<file path="src/rtl/seg_pkg.sv">
// ---------------------------------------------------------------------------
// seg_pkg
// Shared constants for the seven-segment read-back monitor:
//   - segment byte patterns for digits 0..9 and the blank marker
//     (bit 7 = blank/DP, bits 6:0 = segments g..a, active-high)
//   - active-low digit-select encodings for the tens and units digits
//   - frame-assembly FSM state encoding
// ---------------------------------------------------------------------------
package seg_pkg;

    localparam logic [7:0] SEG_0     = 8'h3F;
    localparam logic [7:0] SEG_1     = 8'h06;
    localparam logic [7:0] SEG_2     = 8'h5B;
    localparam logic [7:0] SEG_3     = 8'h4F;
    localparam logic [7:0] SEG_4     = 8'h66;
    localparam logic [7:0] SEG_5     = 8'h6D;
    localparam logic [7:0] SEG_6     = 8'h7D;
    localparam logic [7:0] SEG_7     = 8'h07;
    localparam logic [7:0] SEG_8     = 8'h7F;
    localparam logic [7:0] SEG_9     = 8'h6F;
    localparam logic [7:0] SEG_BLANK = 8'h80;

    localparam logic [1:0] CAT_TENS  = 2'b10;
    localparam logic [1:0] CAT_UNITS = 2'b01;

    typedef enum logic {
        WAIT_TENS  = 1'b0,
        WAIT_UNITS = 1'b1
    } state_e;

endpackage

</file>
<file path="src/rtl/seg_pattern_reader_if.sv">
// ---------------------------------------------------------------------------
// seg_pattern_reader_if
// Bundles the multiplexed segment bus being monitored together with the
// reconstructed-value outputs of the reader.
//   sample_en   : single-cycle strobe, seg_in/cat valid on this cycle
//   seg_in[7:0] : segment byte (bit 7 blank/DP, bits 6:0 segments g..a)
//   cat[1:0]    : active-low digit select (2'b10 tens, 2'b01 units)
//   value[3:0]  : last published binary value
//   value_valid : one-cycle pulse when value is updated
//   err         : one-cycle pulse on a malformed sample or frame
//   err_cnt[7:0]: saturating error count (zero unless counter is built)
// master drives the bus and observes results; slave is the reader.
// ---------------------------------------------------------------------------
interface seg_pattern_reader_if;

    logic       sample_en;
    logic [7:0] seg_in;
    logic [1:0] cat;
    logic [3:0] value;
    logic       value_valid;
    logic       err;
    logic [7:0] err_cnt;

    modport master (
        output sample_en, seg_in, cat,
        input  value, value_valid, err, err_cnt
    );

    modport slave (
        input  sample_en, seg_in, cat,
        output value, value_valid, err, err_cnt
    );

endinterface

</file>
<file path="src/rtl/seg_pattern_to_digit.sv">
// ---------------------------------------------------------------------------
// seg_pattern_to_digit
// Combinational lookup from a segment byte to the digit it displays.
//   pattern_i[7:0] : segment byte
//   ok_o           : 1 when the byte is exactly one of the digit patterns
//   digit_o[3:0]   : decoded digit 0..9 (0 when ok_o is low)
// Any byte with bit 7 set (blank marker) or an unlisted segment mix is
// reported as not ok.
// ---------------------------------------------------------------------------
module seg_pattern_to_digit
    import seg_pkg::*;
(
    input  logic [7:0] pattern_i,
    output logic       ok_o,
    output logic [3:0] digit_o
);

    always_comb begin
        ok_o    = 1'b1;
        digit_o = 4'd0;
        case (pattern_i)
            SEG_0:     digit_o = 4'd0;
            SEG_1:     digit_o = 4'd1;
            SEG_2:     digit_o = 4'd2;
            SEG_3:     digit_o = 4'd3;
            SEG_4:     digit_o = 4'd4;
            SEG_5:     digit_o = 4'd5;
            SEG_6:     digit_o = 4'd6;
            SEG_7:     digit_o = 4'd7;
            SEG_8:     digit_o = 4'd8;
            SEG_9:     digit_o = 4'd9;
            SEG_BLANK: ok_o    = 1'b0;
            default:   ok_o    = 1'b0;
        endcase
    end

endmodule

</file>
<file path="src/rtl/seg_pattern_reader.sv">
// ---------------------------------------------------------------------------
// seg_pattern_reader
// Monitors a multiplexed two-digit seven-segment bus, assembles tens/units
// frames, and publishes the represented 4-bit value (0..15) once the same
// valid value has been seen on STABLE_FRAMES consecutive frames.
//   clk   : system clock, rising edge
//   rst_n : asynchronous active-low reset
//   bus   : seg_pattern_reader_if.slave (sample_en, seg_in, cat in;
//           value, value_valid, err, err_cnt out)
// Parameter STABLE_FRAMES (1..15, default 3): identical valid frames needed
// before a publish.
// Optional build macro SEG_READER_ERR_CNT_EN: when defined, err_cnt counts
// err pulses and saturates at 255; otherwise err_cnt is tied to zero.
// All outputs are registered.
// ---------------------------------------------------------------------------
module seg_pattern_reader
    import seg_pkg::*;
#(
    parameter int STABLE_FRAMES = 3
) (
    input  logic                  clk,
    input  logic                  rst_n,
    seg_pattern_reader_if.slave   bus
);

    localparam logic [3:0] STAB_MAX = STABLE_FRAMES[3:0];

    logic       dig_ok;
    logic [3:0] dig_val;

    seg_pattern_to_digit u_decode (
        .pattern_i (bus.seg_in),
        .ok_o      (dig_ok),
        .digit_o   (dig_val)
    );

    state_e     state_q,       state_d;
    logic [3:0] tens_dig_q,    tens_dig_d;
    logic       tens_ok_q,     tens_ok_d;
    logic [3:0] stab_cnt_q,    stab_cnt_d;
    logic [3:0] last_cand_q,   last_cand_d;
    logic       locked_q,      locked_d;
    logic [3:0] value_q,       value_d;
    logic       value_valid_q, value_valid_d;
    logic       err_q,         err_d;

    // Tens is only meaningful as 0 or 1, so the candidate only ever adds 10;
    // out-of-range tens digits are rejected by frame_ok regardless.
    logic [4:0] cand5;
    logic [3:0] cand;
    logic       frame_ok;

    assign cand5    = {1'b0, dig_val} + ((tens_dig_q == 4'd1) ? 5'd10 : 5'd0);
    assign cand     = cand5[3:0];
    assign frame_ok = tens_ok_q && dig_ok && (tens_dig_q <= 4'd1) && (cand5 <= 5'd15);

    always_ff @(posedge clk or negedge rst_n) begin
        if (!rst_n) begin
            state_q       <= WAIT_TENS;
            tens_dig_q    <= 4'd0;
            tens_ok_q     <= 1'b0;
            stab_cnt_q    <= 4'd0;
            last_cand_q   <= 4'd0;
            locked_q      <= 1'b0;
            value_q       <= 4'd0;
            value_valid_q <= 1'b0;
            err_q         <= 1'b0;
        end else begin
            state_q       <= state_d;
            tens_dig_q    <= tens_dig_d;
            tens_ok_q     <= tens_ok_d;
            stab_cnt_q    <= stab_cnt_d;
            last_cand_q   <= last_cand_d;
            locked_q      <= locked_d;
            value_q       <= value_d;
            value_valid_q <= value_valid_d;
            err_q         <= err_d;
        end
    end

    always_comb begin
        state_d       = state_q;
        tens_dig_d    = tens_dig_q;
        tens_ok_d     = tens_ok_q;
        stab_cnt_d    = stab_cnt_q;
        last_cand_d   = last_cand_q;
        locked_d      = locked_q;
        value_d       = value_q;
        value_valid_d = 1'b0;
        err_d         = 1'b0;

        if (bus.sample_en) begin
            if (bus.cat == CAT_TENS) begin
                // A tens sample always (re)starts a frame, in either state.
                tens_dig_d = dig_val;
                tens_ok_d  = dig_ok;
                state_d    = WAIT_UNITS;
            end else if (bus.cat == CAT_UNITS) begin
                // A units sample without a preceding tens is a silent resync.
                if (state_q == WAIT_UNITS) begin
                    state_d = WAIT_TENS;
                    if (!frame_ok) begin
                        err_d      = 1'b1;
                        stab_cnt_d = 4'd0;
                        locked_d   = 1'b0;
                    end else begin
                        if (cand == last_cand_q) begin
                            stab_cnt_d = (stab_cnt_q >= STAB_MAX) ? STAB_MAX
                                                                  : stab_cnt_q + 4'd1;
                        end else begin
                            last_cand_d = cand;
                            stab_cnt_d  = 4'd1;
                            locked_d    = 1'b0;
                        end
                        // locked_d already reflects a change of candidate.
                        if ((stab_cnt_d == STAB_MAX) && !locked_d) begin
                            value_d       = cand;
                            value_valid_d = 1'b1;
                            locked_d      = 1'b1;
                        end
                    end
                end
            end else begin
                // Both or neither digit selected: not a legal bus state.
                err_d      = 1'b1;
                state_d    = WAIT_TENS;
                stab_cnt_d = 4'd0;
                locked_d   = 1'b0;
            end
        end
    end

    assign bus.value       = value_q;
    assign bus.value_valid = value_valid_q;
    assign bus.err         = err_q;

`ifdef SEG_READER_ERR_CNT_EN
    logic [7:0] err_cnt_q;

    // Counts alongside the err register so err_cnt moves with the pulse.
    always_ff @(posedge clk or negedge rst_n) begin
        if (!rst_n) begin
            err_cnt_q <= 8'h00;
        end else if (err_d && (err_cnt_q != 8'hFF)) begin
            err_cnt_q <= err_cnt_q + 8'h01;
        end
    end

    assign bus.err_cnt = err_cnt_q;
`else
    assign bus.err_cnt = 8'h00;
`endif

endmodule

</file>
<file path="src/flat_wrapper.sv">
// flat-port wrapper written by rule: the top's interface ports become plain ports
module seg_pattern_reader_flat import seg_pkg::*;
#(
    parameter int STABLE_FRAMES = 3
)
  (clk, rst_n, bus_sample_en, bus_seg_in, bus_cat, bus_value, bus_value_valid, bus_err, bus_err_cnt);
  seg_pattern_reader_if bus_i ();
  input  logic clk;
  input  logic rst_n;
  input wire logic [$bits(bus_i.sample_en)-1:0] bus_sample_en;
  input wire logic [$bits(bus_i.seg_in)-1:0] bus_seg_in;
  input wire logic [$bits(bus_i.cat)-1:0] bus_cat;
  output wire logic [$bits(bus_i.value)-1:0] bus_value;
  output wire logic [$bits(bus_i.value_valid)-1:0] bus_value_valid;
  output wire logic [$bits(bus_i.err)-1:0] bus_err;
  output wire logic [$bits(bus_i.err_cnt)-1:0] bus_err_cnt;
  assign bus_i.sample_en = bus_sample_en;
  assign bus_i.seg_in = bus_seg_in;
  assign bus_i.cat = bus_cat;
  assign bus_value = bus_i.value;
  assign bus_value_valid = bus_i.value_valid;
  assign bus_err = bus_i.err;
  assign bus_err_cnt = bus_i.err_cnt;
  seg_pattern_reader #(.STABLE_FRAMES(STABLE_FRAMES)) u_core (.clk(clk), .rst_n(rst_n), .bus(bus_i));
endmodule
</file>
<file path="config.mk">
export PLATFORM = sky130hd
export DESIGN_NAME = seg_pattern_reader_flat
export DESIGN_NICKNAME = d
export VERILOG_FILES = /design/src/rtl/seg_pkg.sv /design/src/rtl/seg_pattern_reader_if.sv /design/src/rtl/seg_pattern_to_digit.sv /design/src/rtl/seg_pattern_reader.sv /design/src/flat_wrapper.sv
export SDC_FILE = /design/constraint.sdc
export NUM_CORES = 1
export LEC_CHECK = 0
export CAP_MARGIN = 15
export CORE_ASPECT_RATIO = 1.4
export CORE_UTILIZATION = 40
export CTS_CLUSTER_DIAMETER = 100
export DETAILED_ROUTE_END_ITERATION = 6
export GPL_ROUTABILITY_DRIVEN = 0
export GPL_TIMING_DRIVEN = 0
export PLACE_DENSITY = 0.67
export SLEW_MARGIN = 20
export SYNTH_ARGS = -nofsm -noshare
export SYNTH_HDL_FRONTEND = slang
export SYNTH_SLANG_ARGS = --single-unit
</file>
<file path="constraint.sdc">
create_clock -name clk -period 2.8 [get_ports clk]
set_input_delay 0.84 -clock clk [delete_from_list [all_inputs] [get_ports clk]]
set_output_delay 0.84 -clock clk [all_outputs]
set_load 0.005 [all_outputs]
</file>
==> results.toml, run 1 <==
[cells_and_area]
final_common_cell = "buf_4"
final_cell_mix = "27 x buf_4, 21 x dfrtp_1, 10 x clkdlybuf4s50_1, 9 x nand2_1, 8 x conb_1"
final_area_um2 = 1930
final_nets = 193
drive_gt1_share_pct = 40.0
diodes = 0
syn_to_final_growth_pct = 48.7
post-route-util_pct = 62.4

[detailed_routing]
detail-route-antenna-nets = 0
drt-initial-drc-count = 17
drc = 0
wl_mm = 2.91
routed-via-count = 1106
vias_per_cell = 5.17
first_pass_iters = 4
wl_per_cell_um = 13.6

[flow_run]
maxCapViolCount = 0

[yosys]
ys.warnings.count = 0
synth_area_um2 = 1300
synth_cells = 131
yosysUniqueCellTypes = 44
avgSynthCellArea_um2 = 9.90
ys_ff_latch = 21
seq_area_frac_synth_pct = 40.5

[sta]
min_period_ns = 3.44
drv_slew = 0
final-setup-viol-count = 12
hold_violations = 0
holdWs_ns = 0.478
fin_crit_sh_pct = 123
tightest_slew_ns = 0.935
setup_slack_ns = -0.635
rsz0062_at_grt = "true"
slew_headroom_pct = 37.5
fmax_ghz = 0.291
finClkSkew_ns = 0.00174

[placed_design]
io_buffers = 16
dp_hpwl_mm = 2.00
place_ws_ns = -1.75
placed_area_um2 = 1660

[min_path]
hp-class = "reg2reg"

[global_route]
grt_usage_pct = 17.8
grt_pass1_wl_mm = 4.81
antenna_found_initial = 0
grt_max_degree = 22
grt_pass1_vias = 1056
grt-ovfl-total = 0

[cts]
cts_buffer_depth = 2
cts_hold_buf = 0
htree_levels = 1
cts_sinks = 21
cts_tree = "yes"
insertion_delay_ns = 0.25
cts.clk_slew.worst_paths_ns = 0.07
cts-buffers-inserted = 3
root_buffer = "clkbuf_8"

[die]
fp.coreArea_um2 = 3090
start_util_pct = 41.9
die_area_um2 = 3480
die_h_um = 69.4
rows = 24
die_w_um = 50.1
ios = 27

[outcome]
violations = "negative setup slack"
status = "finished, violations left"

[worst_setup_path]
path_class = "in2reg"
cp_max_fo = 4
end_kind = "flop"
arrival_ns = 3.58
start_kind = "input pin"
required_ns = 2.94

[power_and_ir_drop]
power_density_nw_per_um2 = 314
leakage_nw = 0.886
ir_drop_mv = 0.269
[power by group]
group / switching [W] / leakage [nW] / internal, W
sequential: 0.00000207 / 0.291 / 0.000307
clock: 0.0000921 / 0.0228 / 0.000101
combinational: 0.0000496 / 0.573 / 0.0000547
[final timing paths]
check	slack [ns]	endpoint	depth (start not counted)	from
max	-0.64	u_core.bus.value[2]$_DFFE_PN0P_	13	bus_seg_in[7]
min	0.48	u_core.tens_dig_q[1]$_DFFE_PN0P_	2	u_core.tens_dig_q[1]$_DFFE_PN0P_
max reg2reg	-0.28	u_core.bus.value[2]$_DFFE_PN0P_	9	u_core.tens_dig_q[1]$_DFFE_PN0P_
min reg2reg	0.48	u_core.tens_dig_q[1]$_DFFE_PN0P_	2	u_core.tens_dig_q[1]$_DFFE_PN0P_
max in group asynchronous	1.12	u_core.bus.value[0]$_DFFE_PN0P_	1	rst_n
min in group asynchronous	1.11	u_core.tens_dig_q[2]$_DFFE_PN0P_	1	rst_n
[metrics by stage]
step | TNS [ns] | power (W) | instances
2_1_floorplan | -7.12 | 0.000367 | 138
3_3_place_gp | -17.12 | 0.000401 | 193
3_5_place_dp | -17.71 | 0.000403 | 193
4_1_cts | -5.80 | 0.000608 | 210
5_1_grt | -6.98 | 0.000632 | 214
6_report | -6.02 | 0.000606 | 214
[layout make-up]
class / instances / area, µm²
multi-input cells: 101 / 860
well taps: 39 / 48.8
clock buffers: 4 / 45.0
repair buffers: 34 / 312
fillers: 258 / 1160
flip-flops and latches: 21 / 526
plain buffers: 11 / 121
inverters: 4 / 17.5
[metal layers]
layer,track usage [%],vias up,share of wire [%]
li1,-,541,-
met1,20.0,538,38
met2,33.2,23,59
met3,2.63,4,2.2
met4,5.08,0,1.6
met5,0,-,0
[synthesized netlist by cell type, drive strengths merged]
cell | count | area [µm²]
o31ai | 2 | 15.0
nor2b | 1 | 6.26
a22o | 2 | 17.5
nor4 | 2 | 27.5
and3b | 1 | 8.76
nor2 | 8 | 30.0
o31a | 1 | 8.76
nor4b | 2 | 17.5
or2 | 1 | 6.26
or4 | 1 | 7.51
nand2b | 4 | 25.0
and2 | 3 | 18.8
buf | 10 | 76.3
mux2 | 10 | 113
o211ai | 1 | 7.51
nand4b | 2 | 17.5
nor3b | 1 | 7.51
or3 | 4 | 25.0
and3 | 2 | 12.5
a41oi | 1 | 8.76
inv | 4 | 15.0
ha | 4 | 50.1
dfrtp | 21 | 526
o21ai | 6 | 30.0
nand2 | 9 | 33.8
nor3 | 5 | 25.0
o2bb2ai | 1 | 8.76
clkbuf | 2 | 7.51
or3b | 1 | 8.76
nand4 | 1 | 6.26
xnor2 | 3 | 26.3
xor2 | 2 | 17.5
nand3 | 4 | 20.0
o311ai | 1 | 8.76
or4b | 1 | 10.0
conb | 1 | 3.75
a311o | 1 | 10.0
a21oi | 2 | 10.0
o22a | 1 | 8.76
nand3b | 2 | 15.0
[state kept, by name, indices dropped and copies added, names as in the netlist]
name                    cells
u_core.locked_q             1
u_core.tens_ok_q            1
u_core.stab_cnt_q           4
u_core.tens_dig_q           4
u_core.bus.err              1
u_core.last_cand_q          4
u_core.state_q              1
u_core.bus.value_valid      1
u_core.bus.value            4
[cell families after synthesis]
logic type | share of synthesized area [%]
AO/OA/AOI/OAI | 10.3
flip-flops | 40.5
XOR/XNOR | 3.38
multiplexers | 8.68
buffers and inverters | 7.62
AND/OR/NAND/NOR | 25.4
other | 0.289
adder cells (fa/ha/maj) | 3.86
[critical path, stage by stage]
cell      delay (ns)
buf_8           0.10
nand4b_1        0.23
or3_1           0.44
and3_4          0.18
inv_4           0.05
ha_4            0.14
ha_4            0.21
xnor2_2         0.12
nand2_1         0.07
or4b_4          0.56
nor4_4          0.15
buf_4           0.19
mux2_4          0.30
[what timing repair did]
action	CTS	global route
hold endpoints to repair	0	0
buffers inserted	14	4
endpoints found under the setup margin	13	12
pin swaps	6	10
gates resized for setup	44	7
Power figures use the tool's default switching activity.
==> run 2, diff against run 1 <==
--- a/config.mk
+++ b/config.mk
@@ -5,7 +5,6 @@
 export SDC_FILE = /design/constraint.sdc
 export NUM_CORES = 1
 export LEC_CHECK = 0
-export CAP_MARGIN = 15
 export CORE_ASPECT_RATIO = 1.4
 export CORE_UTILIZATION = 40
 export CTS_CLUSTER_DIAMETER = 100
==> results of run 2 <==
Same layout as run 1: the final DEF is identical, and so are final timing and power.
